$ cat src/rtl/spi_txn_scheduler.sv
// spi_txn_scheduler: feeds queued {slave, byte} commands to the SPI master one transfer at a time and returns the received bytes in order.
// Latency: ~12 clk from command pop to response for a normal transfer, 3+TIMEOUT worst case, 2 clk for an invalid id.
// Backpressure: cmd_ready drops while the command FIFO is full; launches stall while the response FIFO is full.

module spi_txn_fifo #(
    parameter int WIDTH = 8,
    parameter int DEPTH = 4
) (
    input  logic             clk,
    input  logic             reset,
    input  logic             wr_vld,
    input  logic [WIDTH-1:0] wr_dat,
    input  logic             rd_rdy,
    output logic [WIDTH-1:0] rd_dat,
    output logic             full,
    output logic             empty
);
    localparam int AW = $clog2(DEPTH);

    logic [WIDTH-1:0] mem [DEPTH];
    logic [AW-1:0]    wr_ptr;
    logic [AW-1:0]    rd_ptr;
    logic [AW:0]      count;
    logic             do_wr;
    logic             do_rd;

    assign full   = (count == (AW+1)'(DEPTH));
    assign empty  = (count == '0);
    assign do_wr  = wr_vld && !full;
    assign do_rd  = rd_rdy && !empty;
    assign rd_dat = mem[rd_ptr];

    always_ff @(posedge clk or posedge reset) begin
        if (reset) begin
            wr_ptr <= '0;
            rd_ptr <= '0;
            count  <= '0;
        end else begin
            if (do_wr) wr_ptr <= wr_ptr + 1'b1;
            if (do_rd) rd_ptr <= rd_ptr + 1'b1;
            case ({do_wr, do_rd})
                2'b10:   count <= count + 1'b1;
                2'b01:   count <= count - 1'b1;
                default: count <= count;
            endcase
        end
    end

    always_ff @(posedge clk) begin
        if (do_wr) mem[wr_ptr] <= wr_dat;
    end
endmodule

module spi_txn_scheduler #(
    parameter int CMD_DEPTH    = 4,
    parameter int RSP_DEPTH    = 4,
    parameter int START_CYCLES = 2,
    parameter int TIMEOUT      = 24
) (
    input  logic       clk,
    input  logic       reset,
    input  logic       cmd_valid,
    output logic       cmd_ready,
    input  logic [1:0] cmd_slave,
    input  logic [7:0] cmd_data,
    output logic       rsp_valid,
    input  logic       rsp_ready,
    output logic [7:0] rsp_data,
    output logic [1:0] rsp_slave,
    output logic       rsp_err,
    output logic       start,
    output logic [1:0] slaveSelect,
    output logic [7:0] masterDataToSend,
    input  logic [7:0] masterDataReceived,
    input  logic [0:2] CS,
    output logic       busy
);
    typedef struct packed {
        logic [1:0] slave;
        logic [7:0] data;
    } cmd_t;

    typedef struct packed {
        logic [7:0] data;
        logic [1:0] slave;
        logic       err;
    } rsp_t;

    typedef enum logic [2:0] {IDLE, SETUP, PULSE, WAIT_DONE, CAPTURE, ERR} state_t;

    localparam int PW = $clog2(START_CYCLES + 1);
    localparam int TW = $clog2(TIMEOUT + 1);

    state_t        state;
    state_t        state_nxt;
    cmd_t          cmd_in;
    cmd_t          cmd_head;
    rsp_t          rsp_wr;
    rsp_t          rsp_head;
    logic          cmd_full;
    logic          cmd_empty;
    logic          rsp_full;
    logic          rsp_empty;
    logic          cmd_pop;
    logic          rsp_push;
    logic [1:0]    hold_slave;
    logic [PW-1:0] pulse_cnt;
    logic [TW-1:0] tmo_cnt;

    assign cmd_in.slave = cmd_slave;
    assign cmd_in.data  = cmd_data;

    spi_txn_fifo #(.WIDTH($bits(cmd_t)), .DEPTH(CMD_DEPTH)) u_cmd_fifo (
        .clk    (clk),
        .reset  (reset),
        .wr_vld (cmd_valid),
        .wr_dat (cmd_in),
        .rd_rdy (cmd_pop),
        .rd_dat (cmd_head),
        .full   (cmd_full),
        .empty  (cmd_empty)
    );

    spi_txn_fifo #(.WIDTH($bits(rsp_t)), .DEPTH(RSP_DEPTH)) u_rsp_fifo (
        .clk    (clk),
        .reset  (reset),
        .wr_vld (rsp_push),
        .wr_dat (rsp_wr),
        .rd_rdy (rsp_ready),
        .rd_dat (rsp_head),
        .full   (rsp_full),
        .empty  (rsp_empty)
    );

    assign cmd_ready = !cmd_full;
    assign rsp_valid = !rsp_empty;
    // Head storage is undefined when empty, so the outputs are masked to zero.
    assign rsp_data  = rsp_valid ? rsp_head.data  : 8'h00;
    assign rsp_slave = rsp_valid ? rsp_head.slave : 2'b00;
    assign rsp_err   = rsp_valid ? rsp_head.err   : 1'b0;
    assign busy      = (state != IDLE);

    always_comb begin
        state_nxt = state;
        cmd_pop   = 1'b0;
        rsp_push  = 1'b0;
        rsp_wr    = '0;
        case (state)
            IDLE: begin
                if (!cmd_empty && !rsp_full) begin
                    cmd_pop   = 1'b1;
                    state_nxt = (cmd_head.slave == 2'd3) ? ERR : SETUP;
                end
            end
            SETUP: state_nxt = PULSE;
            PULSE: begin
                if (pulse_cnt == PW'(START_CYCLES - 1)) state_nxt = WAIT_DONE;
            end
            WAIT_DONE: begin
                if (CS == 3'b111)                  state_nxt = CAPTURE;
                else if (tmo_cnt >= TW'(TIMEOUT)) state_nxt = ERR;
            end
            CAPTURE: begin
                rsp_push     = 1'b1;
                rsp_wr.data  = masterDataReceived;
                rsp_wr.slave = hold_slave;
                rsp_wr.err   = 1'b0;
                state_nxt    = IDLE;
            end
            ERR: begin
                rsp_push     = 1'b1;
                rsp_wr.data  = 8'h00;
                rsp_wr.slave = hold_slave;
                rsp_wr.err   = 1'b1;
                state_nxt    = IDLE;
            end
            default: state_nxt = IDLE;
        endcase
    end

    always_ff @(posedge clk or posedge reset) begin
        if (reset) begin
            state            <= IDLE;
            start            <= 1'b0;
            slaveSelect      <= 2'b11;
            masterDataToSend <= 8'h00;
            hold_slave       <= 2'b00;
            pulse_cnt        <= '0;
            tmo_cnt          <= '0;
        end else begin
            state <= state_nxt;
            start <= (state_nxt == PULSE);
            if (cmd_pop) hold_slave <= cmd_head.slave;
            // Loaded at the pop edge so the master sees stable data for the whole SETUP cycle.
            if (cmd_pop && state_nxt == SETUP) begin
                slaveSelect      <= cmd_head.slave;
                masterDataToSend <= cmd_head.data;
            end
            if (state == PULSE) pulse_cnt <= pulse_cnt + 1'b1;
            else                pulse_cnt <= '0;
            if (state_nxt == PULSE && state != PULSE)
                tmo_cnt <= '0;
            else if ((state == PULSE || state == WAIT_DONE) && tmo_cnt != TW'(TIMEOUT))
                tmo_cnt <= tmo_cnt + 1'b1;
        end
    end
endmodule
$ cat config.mk
export PLATFORM = sky130hd
export DESIGN_NAME = spi_txn_scheduler
export DESIGN_NICKNAME = d
export VERILOG_FILES = /design/src/rtl/spi_txn_scheduler.sv
export SDC_FILE = /design/constraint.sdc
export NUM_CORES = 1
export LEC_CHECK = 0
export ABC_AREA = 0
export CAP_MARGIN = 10
export CELL_PAD_IN_SITES_DETAIL_PLACEMENT = 1
export CELL_PAD_IN_SITES_GLOBAL_PLACEMENT = 2
export CORE_UTILIZATION = 45
export DETAILED_ROUTE_END_ITERATION = 8
export GPL_TIMING_DRIVEN = 1
export PLACE_DENSITY_LB_ADDON = 0.1
export SYNTH_ARGS = -nofsm -noshare
export SYNTH_HDL_FRONTEND = slang
export SYNTH_SLANG_ARGS = --single-unit
$ cat constraint.sdc
create_clock -name clk -period 6.3 [get_ports clk]
set_input_delay 0.945 -clock clk [delete_from_list [all_inputs] [get_ports clk]]
set_output_delay 0.945 -clock clk [all_outputs]
set_load 0.01 [all_outputs]
==> flow_metrics.env, run 1 <==
export IMPL_cts_setup_buffers=0
export IMPL_fin_crit_sh=0.5678
export IMPL_syn2layout_area_growth_pct=25.08
export IMPL_worstPathArrival_ns=2.63
export IMPL_post_place_cells=474
export IMPL_grt_max_degree=38
export IMPL_initial_core_util=0.4637
export IMPL_path_class="flop to output port"
export IMPL_layout_cells_non_filler=506
export IMPL_grt_pass1_vias=2848
export IMPL_final_min_clock_period_ns=3.577
export IMPL_core_area_mm2=0.01089
export IMPL_ios=50
export IMPL_port_buffers=49
export IMPL_max_freq_mhz=279.6
export IMPL_fin_nets=393
export IMPL_seq_area_frac_synth=0.6835
export IMPL_status="finished clean"
export IMPL_clk_path_buf_depth=2
export IMPL_dr_pass1_iters=4
export IMPL_rsz0062_at_grt="false"
export IMPL_yosys_warnings=0
export IMPL_syn_instance_count=292
export IMPL_p_per_area_mw_per_mm2=480.1
export IMPL_overflow=0
export IMPL_layout_commonest_cell="edfxtp_1"
export IMPL_dieArea_mm2=0.01165
export IMPL_final_cell_mix="edfxtp_1, clkdlybuf4s50_1, dfrtp_1, mux4_2, and2_1"
export IMPL_drc=0
export IMPL_rows=38
export IMPL_cts_buffers=17
export IMPL_final_setup_viol_count=0
export IMPL_cp_start_kind="flop"
export IMPL_antenna_cells=0
export IMPL_wl_per_cell_um=17.96
export IMPL_fillers=993
export IMPL_antenna_left=0
export IMPL_gp_congestion=0.6810
export IMPL_async_flop_share=0.3058
export IMPL_cap_viol_max_count=0
export IMPL_setup_tns_final_ns=0
export IMPL_synth_edf_count=84
export IMPL_die_w_um=107.9
export IMPL_leakage_nw=2.433
export IMPL_peakVddDrop_v=0.0002077
export IMPL_clkSlewWorstSetupHoldPaths_ns=0.06
export IMPL_max_slew_margin=0.4477
export IMPL_hold_violations=0
export IMPL_vias=2591
export IMPL_crit_fanout=13
export IMPL_worstMarginPinSlew_ns=0.8284
export IMPL_final_layout_size_suffix_gt1_frac=0.1967
export IMPL_cts_sinks=121
export IMPL_vias_per_cell=5.121
export IMPL_drt_iter0_drc=74
export IMPL_slew_violations=0
export IMPL_grt_pass1_wl_mm=14.77
export IMPL_cp_required_ns=5.35
export IMPL_holdCritPathClass="flop to flop"
export IMPL_syn_area_mm2=0.005049
export IMPL_hold_buffers=0
export IMPL_grt_antenna_before_repair=0
export IMPL_cts_root_buffer="clkbuf_8"
export IMPL_wl_mm=9.089
export IMPL_htreeDepth=4
export IMPL_cts_tree="done"
export IMPL_synth_net_count=332
export IMPL_synth_flop_cell="edfxtp_1"
export IMPL_clk_latency_ns=0.51
export IMPL_ys_ff_latch=121
export IMPL_ys_types=39
export IMPL_cts_resized=0
export IMPL_grt_total_usage=0.1785
export IMPL_fp_dieH_um=107.9
export IMPL_avgSynthCellArea_um2=17.29
export IMPL_crit_path_end_kind="output port"
export IMPL_dp_hpwl_mm=5.682
export IMPL_clock_skew_ns=0.006915
logic make-up after synthesis:
group	after synthesis	share of synthesized area
multiplexers	35	0.1321
XOR/XNOR	16	0.02776
AO/OA/AOI/OAI	10	0.01363
AND/OR/NAND/NOR	68	0.07906
buffers and inverters	27	0.02379
adder cells (fa/ha/maj)	15	0.04015
flip-flops	121	0.6835
where the power goes:
part / switching [mW] / internal (mW) / leakage (nW)
combinational: 0.335 / 0.458 / 0.871
sequential: 0.168 / 1.03 / 1.25
clock: 0.338 / 0.701 / 0.309
total: 0.841 / 2.19 / 2.43
registers in the layout, indices dropped and copies added (netlist names):
register / flops
u_rsp_fifo.mem: 44
u_cmd_fifo.mem: 40
masterDataToSend: 8
tmo_cnt: 5
state: 3
u_cmd_fifo.count: 3
u_rsp_fifo.count: 3
hold_slave: 2
pulse_cnt: 2
slaveSelect: 2
u_cmd_fifo.rd_ptr: 2
u_cmd_fifo.wr_ptr: 2
u_rsp_fifo.rd_ptr: 2
u_rsp_fifo.wr_ptr: 2
start: 1
synth_stat cells (2+ instances only):
cell type	count	area [um2]
xnor2_1	7	61.31
buf_1	2	7.510
dfrtp_1	35	875.8
nor3_1	2	10.01
edfxtp_1	84	2522
a21oi_1	2	10.01
ha_1	13	162.7
xor2_1	9	78.83
buf_2	2	10.01
and2_1	20	125.1
nand3_1	3	15.01
mux2_2	3	33.78
o21ai_0	2	10.01
nand4_1	2	12.51
inv_1	19	71.32
mux4_2	21	473.0
mux2_4	10	150.1
nor2_1	13	48.80
and3_1	12	75.07
clkbuf_1	3	11.26
dfstp_2	2	52.55
nand2_1	7	26.28
fa_1	2	40.04
a211oi_1	2	15.01
layer usage:
metal,up-vias,track usage,routed length (um)
li1,1203,-,-
met1,1320,0.2138,3927
met2,54,0.3031,4696
met3,14,0.05327,335
met4,0,0.07045,130
met5,-,0,0
final cells by class:
cell class	count	area, um2	area share
clock buffer	20	445.4	0.07054
clock inverter	12	196.4	0.03111
inverter	19	71.32	0.01129
multi-input combinational	144	1478	0.2340
sequential	121	3451	0.5465
tap	140	175.2	0.02774
timing repair buffer	50	498.0	0.07886
worst max-delay path, stage by stage, from the launching register on:
cell and delay (ns):
dfrtp_1 0.88, mux4_2 0.60, and2_1 0.17, clkdlybuf4s50_1 0.46
through the flow:
step	setup slack (ns)	cell area [um2]	hold WS [ns]	util	power, mW
after floorplan	3.934	5049	0.4084	-	1.724
after global placement	3.250	5673	0.4198	0.5210	1.994
final	2.723	6315	0.4389	0.5800	3.031
after global routing	2.575	6315	0.4748	0.5800	3.195
after detailed placement	3.248	5673	0.4358	0.5210	2.019
after CTS	2.675	6315	0.4432	0.5800	3.072
worst paths after layout:
| path | start | slack [ns] | end | depth (start not counted) |
|---|---|---|---|---|
| setup / recovery | u_rsp_fifo.rd_ptr[0]$_DFFE_PP0P_ | 2.72 | rsp_data[2] | 3 |
| hold / removal | pulse_cnt[0]$_DFF_PP0_ | 0.44 | pulse_cnt[0]$_DFF_PP0_ | 1 |
| setup reg to reg | u_cmd_fifo.rd_ptr[0]$_DFFE_PP0P_ | 3.78 | masterDataToSend[0]$_DFFE_PP0P_ | 4 |
| hold reg to reg | pulse_cnt[0]$_DFF_PP0_ | 0.44 | pulse_cnt[0]$_DFF_PP0_ | 1 |
| max in group asynchronous | reset | 5.08 | slaveSelect[0]$_DFFE_PP1P_ | 3 |
| min in group asynchronous | reset | 0.85 | tmo_cnt[0]$_DFFE_PP0P_ | 3 |
(Power assumes the default switching activity.)
==> run 2: changes to the inputs <==
Settings changed: CORE_UTILIZATION 45 to 42.
Clock period 6.3 ns to 3.5 ns, I/O delays scaled along.
==> run 2 against run 1 <==
  * The flow now finishes with violations (design-rule violations)
  * Setup slack worse by 2.2 ns
  * Cell area is 0.99% lower
  * Worst hold slack worse by 0.0024 ns
  * Power is 74% higher
  * Critical path type unchanged
  * Largest cell class unchanged
==> flow_metrics.env, run 2 (synthesis gave the netlist of run 1 again) <==
export IMPL_min_delay_start="pulse_cnt[0]$_DFF_PP0_"
export IMPL_peakVddDrop_v=0.0004061
export IMPL_clkSlewWorstSetupHoldPaths_ns=0.05
export IMPL_die_w_um=111.6
export IMPL_worstPathArrival_ns=2.45
export IMPL_fp_dieH_um=111.6
export IMPL_final_setup_viol_count=0
export IMPL_clock_skew_ns=0.006787
export IMPL_violations="design-rule violations"
export IMPL_dp_hpwl_mm=6.341
export IMPL_r2r_cells=9
export IMPL_cts_resized=0
export IMPL_r2r_end="u_rsp_fifo.count[2]$_DFFE_PP0P_"
export IMPL_worstMarginPinSlew_ns=0.7626
export IMPL_core_area_mm2=0.01156
export IMPL_cp_required_ns=2.97
export IMPL_gp_congestion=0.6672
export IMPL_top_regs="u_rsp_fifo.mem x44, u_cmd_fifo.mem x40, masterDataToSend x8"
export IMPL_crit_path_end_kind="output port"
export IMPL_grt_total_usage=0.1697
export IMPL_drc=5
export IMPL_cts_setup_buffers=0
export IMPL_slew_violations=0
export IMPL_finish_utilization=0.5406
export IMPL_cts_sinks=121
export IMPL_cp_start_kind="flop"
export IMPL_post_place_cells=479
export IMPL_status="finished with violations"
export IMPL_max_slew_margin=0.4897
export IMPL_drt_iter0_drc=106
export IMPL_hold_path_depth=1
export IMPL_dr_pass1_iters=8
export IMPL_rsz0062_at_grt="false"
export IMPL_rows=39
export IMPL_grt_pass1_wl_mm=15.46
export IMPL_wl_mm=9.437
export IMPL_overflow=0
export IMPL_final_cell_mix="edfxtp_1, clkdlybuf4s50_1, dfrtp_1, mux4_2, and2_1"
export IMPL_antenna_left=0
export IMPL_cts_tree="done"
export IMPL_max_freq_mhz=336.5
export IMPL_cts_buffers=17
export IMPL_syn2layout_area_growth_pct=23.84
export IMPL_ios=50
export IMPL_path_class="flop to output port"
export IMPL_fin_nets=395
export IMPL_wl_per_cell_um=18.47
export IMPL_holdPathEnd="pulse_cnt[0]$_DFF_PP0_"
export IMPL_layout_commonest_cell="edfxtp_1"
export IMPL_grt_antenna_before_repair=0
export IMPL_cts_root_buffer="clkbuf_16"
export IMPL_grt_max_degree=38
export IMPL_cap_viol_max_count=0
export IMPL_leakage_nw=2.403
export IMPL_regMostFlops="u_rsp_fifo.mem"
export IMPL_crit_fanout=7
export IMPL_largest_reg_flops=44
export IMPL_port_buffers=49
export IMPL_final_layout_size_suffix_gt1_frac=0.1902
export IMPL_r2r_setup_slack_ns=1.00
export IMPL_final_min_clock_period_ns=2.972
export IMPL_antenna_cells=0
export IMPL_total_power_mw=5.274
export IMPL_grt_pass1_vias=2917
export IMPL_hold_buffers=0
export IMPL_initial_core_util=0.4365
export IMPL_clk_path_buf_depth=2
export IMPL_htreeDepth=4
export IMPL_hold_violations=0
export IMPL_r2r_start="u_rsp_fifo.count[0]$_DFFE_PP0P_"
export IMPL_vias_per_cell=5.131
export IMPL_holdCritPathClass="flop to flop"
export IMPL_clk_latency_ns=0.41
export IMPL_setup_tns_final_ns=0
export IMPL_vias=2622
export IMPL_fin_crit_sh=0.8490
export IMPL_critPathLaunch="u_rsp_fifo.rd_ptr[0]$_DFFE_PP0P_"
export IMPL_layout_cells_non_filler=511
export IMPL_dieArea_mm2=0.01246
export IMPL_p_per_area_mw_per_mm2=843.6
-- run 2: layout make-up --
cell class	count	area, um2
fill	1082	5313
sequential	121	3451
multi-input combinational	144	1478
inverter	19	71.32
tap	143	178.9
timing repair buffer	52	513.0
clock inverter	8	98.84
clock buffer	24	461.7
-- run 2: worst max-delay path by stage --
stage / slack, ns / cells after the start / to
after floorplan: 1.30 / 8 / u_cmd_fifo.count[2]$_DFFE_PP0P_
after global placement: 0.93 / 4 / rsp_slave[0]
after detailed placement: 0.91 / 4 / rsp_slave[0]
after CTS: 0.46 / 4 / rsp_data[5]
after global routing: 0.36 / 4 / rsp_slave[0]
final: 0.53 / 4 / rsp_slave[0]
-- run 2: critical path, stage by stage, from the launching register on --
cell and delay [ns]:
dfrtp_1 0.60, buf_4 0.27, mux4_2 0.53, and2_1 0.17
clkdlybuf4s50_1 0.47
-- run 2: where the power goes --
group	internal [mW]	switching (mW)	total, mW
Sequential	1.86	0.241	2.10
Combinational	0.845	0.687	1.53
Clock	1.06	0.581	1.64
Total	3.77	1.51	5.27
-- run 2: through the flow --
| step | setup slack, ns | instance area, um2 | hold WS (ns) |
|---|---|---|---|
| after floorplan | 1.300 | 5049 | 0.4084 |
| after global placement | 0.9274 | 5692 | 0.4198 |
| after detailed placement | 0.9103 | 5692 | 0.4361 |
| after CTS | 0.4614 | 6252 | 0.4434 |
| after global routing | 0.3567 | 6252 | 0.4608 |
| final | 0.5283 | 6252 | 0.4365 |
-- run 2: routing by layer --
metal | wire length (um) | part of all wire | global-route usage | up-vias
li1 | - | - | - | 1214
met1 | 3870 | 0.41 | 0.1928 | 1340
met2 | 5117 | 0.54 | 0.3019 | 54
met3 | 296 | 0.031 | 0.04682 | 14
met4 | 152 | 0.016 | 0.06847 | 0
met5 | 0 | 0 | 0 | -
==> run 3: changes to the inputs <==
Settings changed: CORE_UTILIZATION 42 to 38.
Clock period 3.5 ns to 2.5 ns, I/O delays scaled along.
==> run 3 against run 2 <==
  * Global-route usage is 1.2 points lower
  * Setup slack worse by 0.46 ns
  * Register-to-register slack got worse by 0.63 ns
  * Critical path type unchanged
  * Highest routed layer unchanged
  * Core utilization is 3.2 points lower
  * The run now ends clean
  * Power rose by 47%
  * Routed wire length is 1.6% higher
  * Clock skew is essentially flat
==> flow_metrics.env, run 3 (synthesis gave the netlist of run 1 again) <==
export IMPL_dp_hpwl_mm=6.384
export IMPL_timing_critical_path_buf_inv=2
export IMPL_layout_cells_non_filler=557
export IMPL_fin_nets=412
export IMPL_grt_antenna_before_repair=0
export IMPL_crit_path_end_kind="output port"
export IMPL_peakVddDrop_v=0.0004895
export IMPL_rsz0062_at_grt="false"
export IMPL_finish_utilization=0.5091
export IMPL_final_layout_size_suffix_gt1_frac=0.2364
export IMPL_dieArea_mm2=0.01375
export IMPL_layout_commonest_cell="edfxtp_1"
export IMPL_worst_slack_ns=0.06535
export IMPL_grt_total_usage=0.1579
export IMPL_htreeDepth=4
export IMPL_worstPathArrival_ns=2.06
export IMPL_r2r_end="u_cmd_fifo.count[2]$_DFFE_PP0P_"
export IMPL_cp_start_kind="flop"
export IMPL_max_slew_margin=0.5550
export IMPL_leakage_nw=2.570
export IMPL_core_area_mm2=0.01277
export IMPL_critPathLaunch="u_rsp_fifo.rd_ptr[0]$_DFFE_PP0P_"
export IMPL_final_cell_mix="edfxtp_1, clkdlybuf4s50_1, dfrtp_1, mux4_2, and2_1"
export IMPL_initial_core_util=0.3952
export IMPL_ios=50
export IMPL_grt_max_degree=38
export IMPL_final_setup_viol_count=0
export IMPL_clk_latency_ns=0.41
export IMPL_vias=2653
export IMPL_drt_iter0_drc=112
export IMPL_clkSlewWorstSetupHoldPaths_ns=0.05
export IMPL_cts_root_buffer="clkbuf_16"
export IMPL_fillers=1216
export IMPL_cts_sinks=121
export IMPL_cts_tree="done"
export IMPL_setup_tns_final_ns=0
export IMPL_clk_path_buf_depth=2
export IMPL_final_min_clock_period_ns=2.435
export IMPL_p_per_area_mw_per_mm2=1195
export IMPL_port_buffers=49
export IMPL_status="finished clean"
export IMPL_r2r_cells=8
export IMPL_r2r_start="state[2]$_DFF_PP0_"
export IMPL_grt_pass1_wl_mm=15.33
export IMPL_cp_required_ns=2.12
export IMPL_vias_per_cell=4.763
export IMPL_path_class="flop to output port"
export IMPL_worstMarginPinSlew_ns=0.6651
export IMPL_cpPeakStageDelay_ns=0.48
export IMPL_regMostFlops="u_rsp_fifo.mem"
export IMPL_die_w_um=117.3
export IMPL_drc=0
export IMPL_max_freq_mhz=410.7
export IMPL_crit_chain="buf_12 -> mux4_2 -> and2_1 -> clkdlybuf4s50_1"
export IMPL_post_place_cells=519
export IMPL_clock_skew_ns=0.006753
export IMPL_cap_viol_max_count=0
export IMPL_fin_crit_sh=0.9739
export IMPL_gp_congestion=0.6685
export IMPL_largest_reg_flops=44
export IMPL_r2r_setup_slack_ns=0.37
export IMPL_total_power_mw=7.771
export IMPL_cts_buffers=17
export IMPL_grt_pass1_vias=2884
export IMPL_crit_family="buffers and inverters"
export IMPL_cpMaxStageDelayCell="mux4_2"
export IMPL_antenna_left=0
export IMPL_slew_violations=0
export IMPL_hold_buffers=0
export IMPL_crit_fanout=12
export IMPL_place_ws_ns=0.1601
export IMPL_top_regs="u_rsp_fifo.mem x44, u_cmd_fifo.mem x40, masterDataToSend x8"
export IMPL_fp_dieH_um=117.3
export IMPL_wl_mm=9.590
export IMPL_holdCritPathClass="input port to asynchronous set/reset pin"
export IMPL_syn2layout_area_growth_pct=28.80
export IMPL_wl_per_cell_um=17.22
export IMPL_antenna_cells=0
export IMPL_hold_violations=0
export IMPL_dr_pass1_iters=4
export IMPL_rows=41
export IMPL_overflow=0
[run 3: changes by cell type in the layout (fill, tap and decap cells not counted), moves of 2 or more]
cell             before  now
dlygate4sd2_1         0    5
buf_4                 3   18
clkbuf_1              6    3
bufinv_16             2    4
dlymetal6s2s_1        0    2
clkdlybuf4s50_1      49   42
buf_12                0    2
clkinv_2              3    5
clkinvlp_4            2    0
[run 3: repair_timing]
item | 4_1_cts | 5_1_grt
resized for setup | 5 | 4
setup endpoints to repair | 6 | 7
cloned | 0 | 0
buffers inserted | 1 | 5
[run 3: final cells by class]
| type | instances | area (um2) | area share |
|---|---|---|---|
| multi-input combinational | 144 | 1488 | 0.2288 |
| clock buffer | 22 | 464.2 | 0.07139 |
| clock inverter | 10 | 148.9 | 0.02290 |
| timing repair buffer | 69 | 664.4 | 0.1022 |
| tap | 172 | 215.2 | 0.03310 |
| sequential | 121 | 3451 | 0.5307 |
| inverter | 19 | 71.32 | 0.01097 |
[run 3: tightest hold or removal path, stage by stage]
cell and delay, ns:
clkdlybuf4s50_1 0.39, inv_1 0.05, buf_4 0.42
[run 3: how the worst max path moves through the flow]
stage,end,depth (start not counted)
final,rsp_data[6],4
after global routing,rsp_data[1],4
after CTS,rsp_data[4],4
after detailed placement,u_rsp_fifo.count[2]$_DFFE_PP0P_,9
after global placement,u_rsp_fifo.count[2]$_DFFE_PP0P_,9
after floorplan,u_cmd_fifo.count[2]$_DFFE_PP0P_,8
[run 3: through the flow]
step / hold WS [ns] / area, um2
floorplan: 0.4084 / 5049
global placement: 0.4237 / 5836
detailed placement: 0.4463 / 5836
CTS: 0.3958 / 6450
global route: 0.4442 / 6502
finish: 0.3883 / 6502
[run 3: per-layer routing]
metal  track usage  vias to the layer above  share of wire
met5             0                        -              0
met4       0.06835                        0          0.014
met3       0.05046                       10          0.040
met2        0.2561                       42           0.50
met1        0.1945                     1361           0.44
li1              -                     1240              -
[run 3: where the power goes]
| group | internal, mW | switching (mW) | leakage (nW) | total [mW] |
|---|---|---|---|---|
| clock network | 1.71 | 0.812 | 0.305 | 2.52 |
| registers | 2.60 | 0.273 | 1.25 | 2.88 |
| logic | 1.31 | 1.07 | 1.01 | 2.38 |
| total | 5.62 | 2.15 | 2.57 | 7.77 |
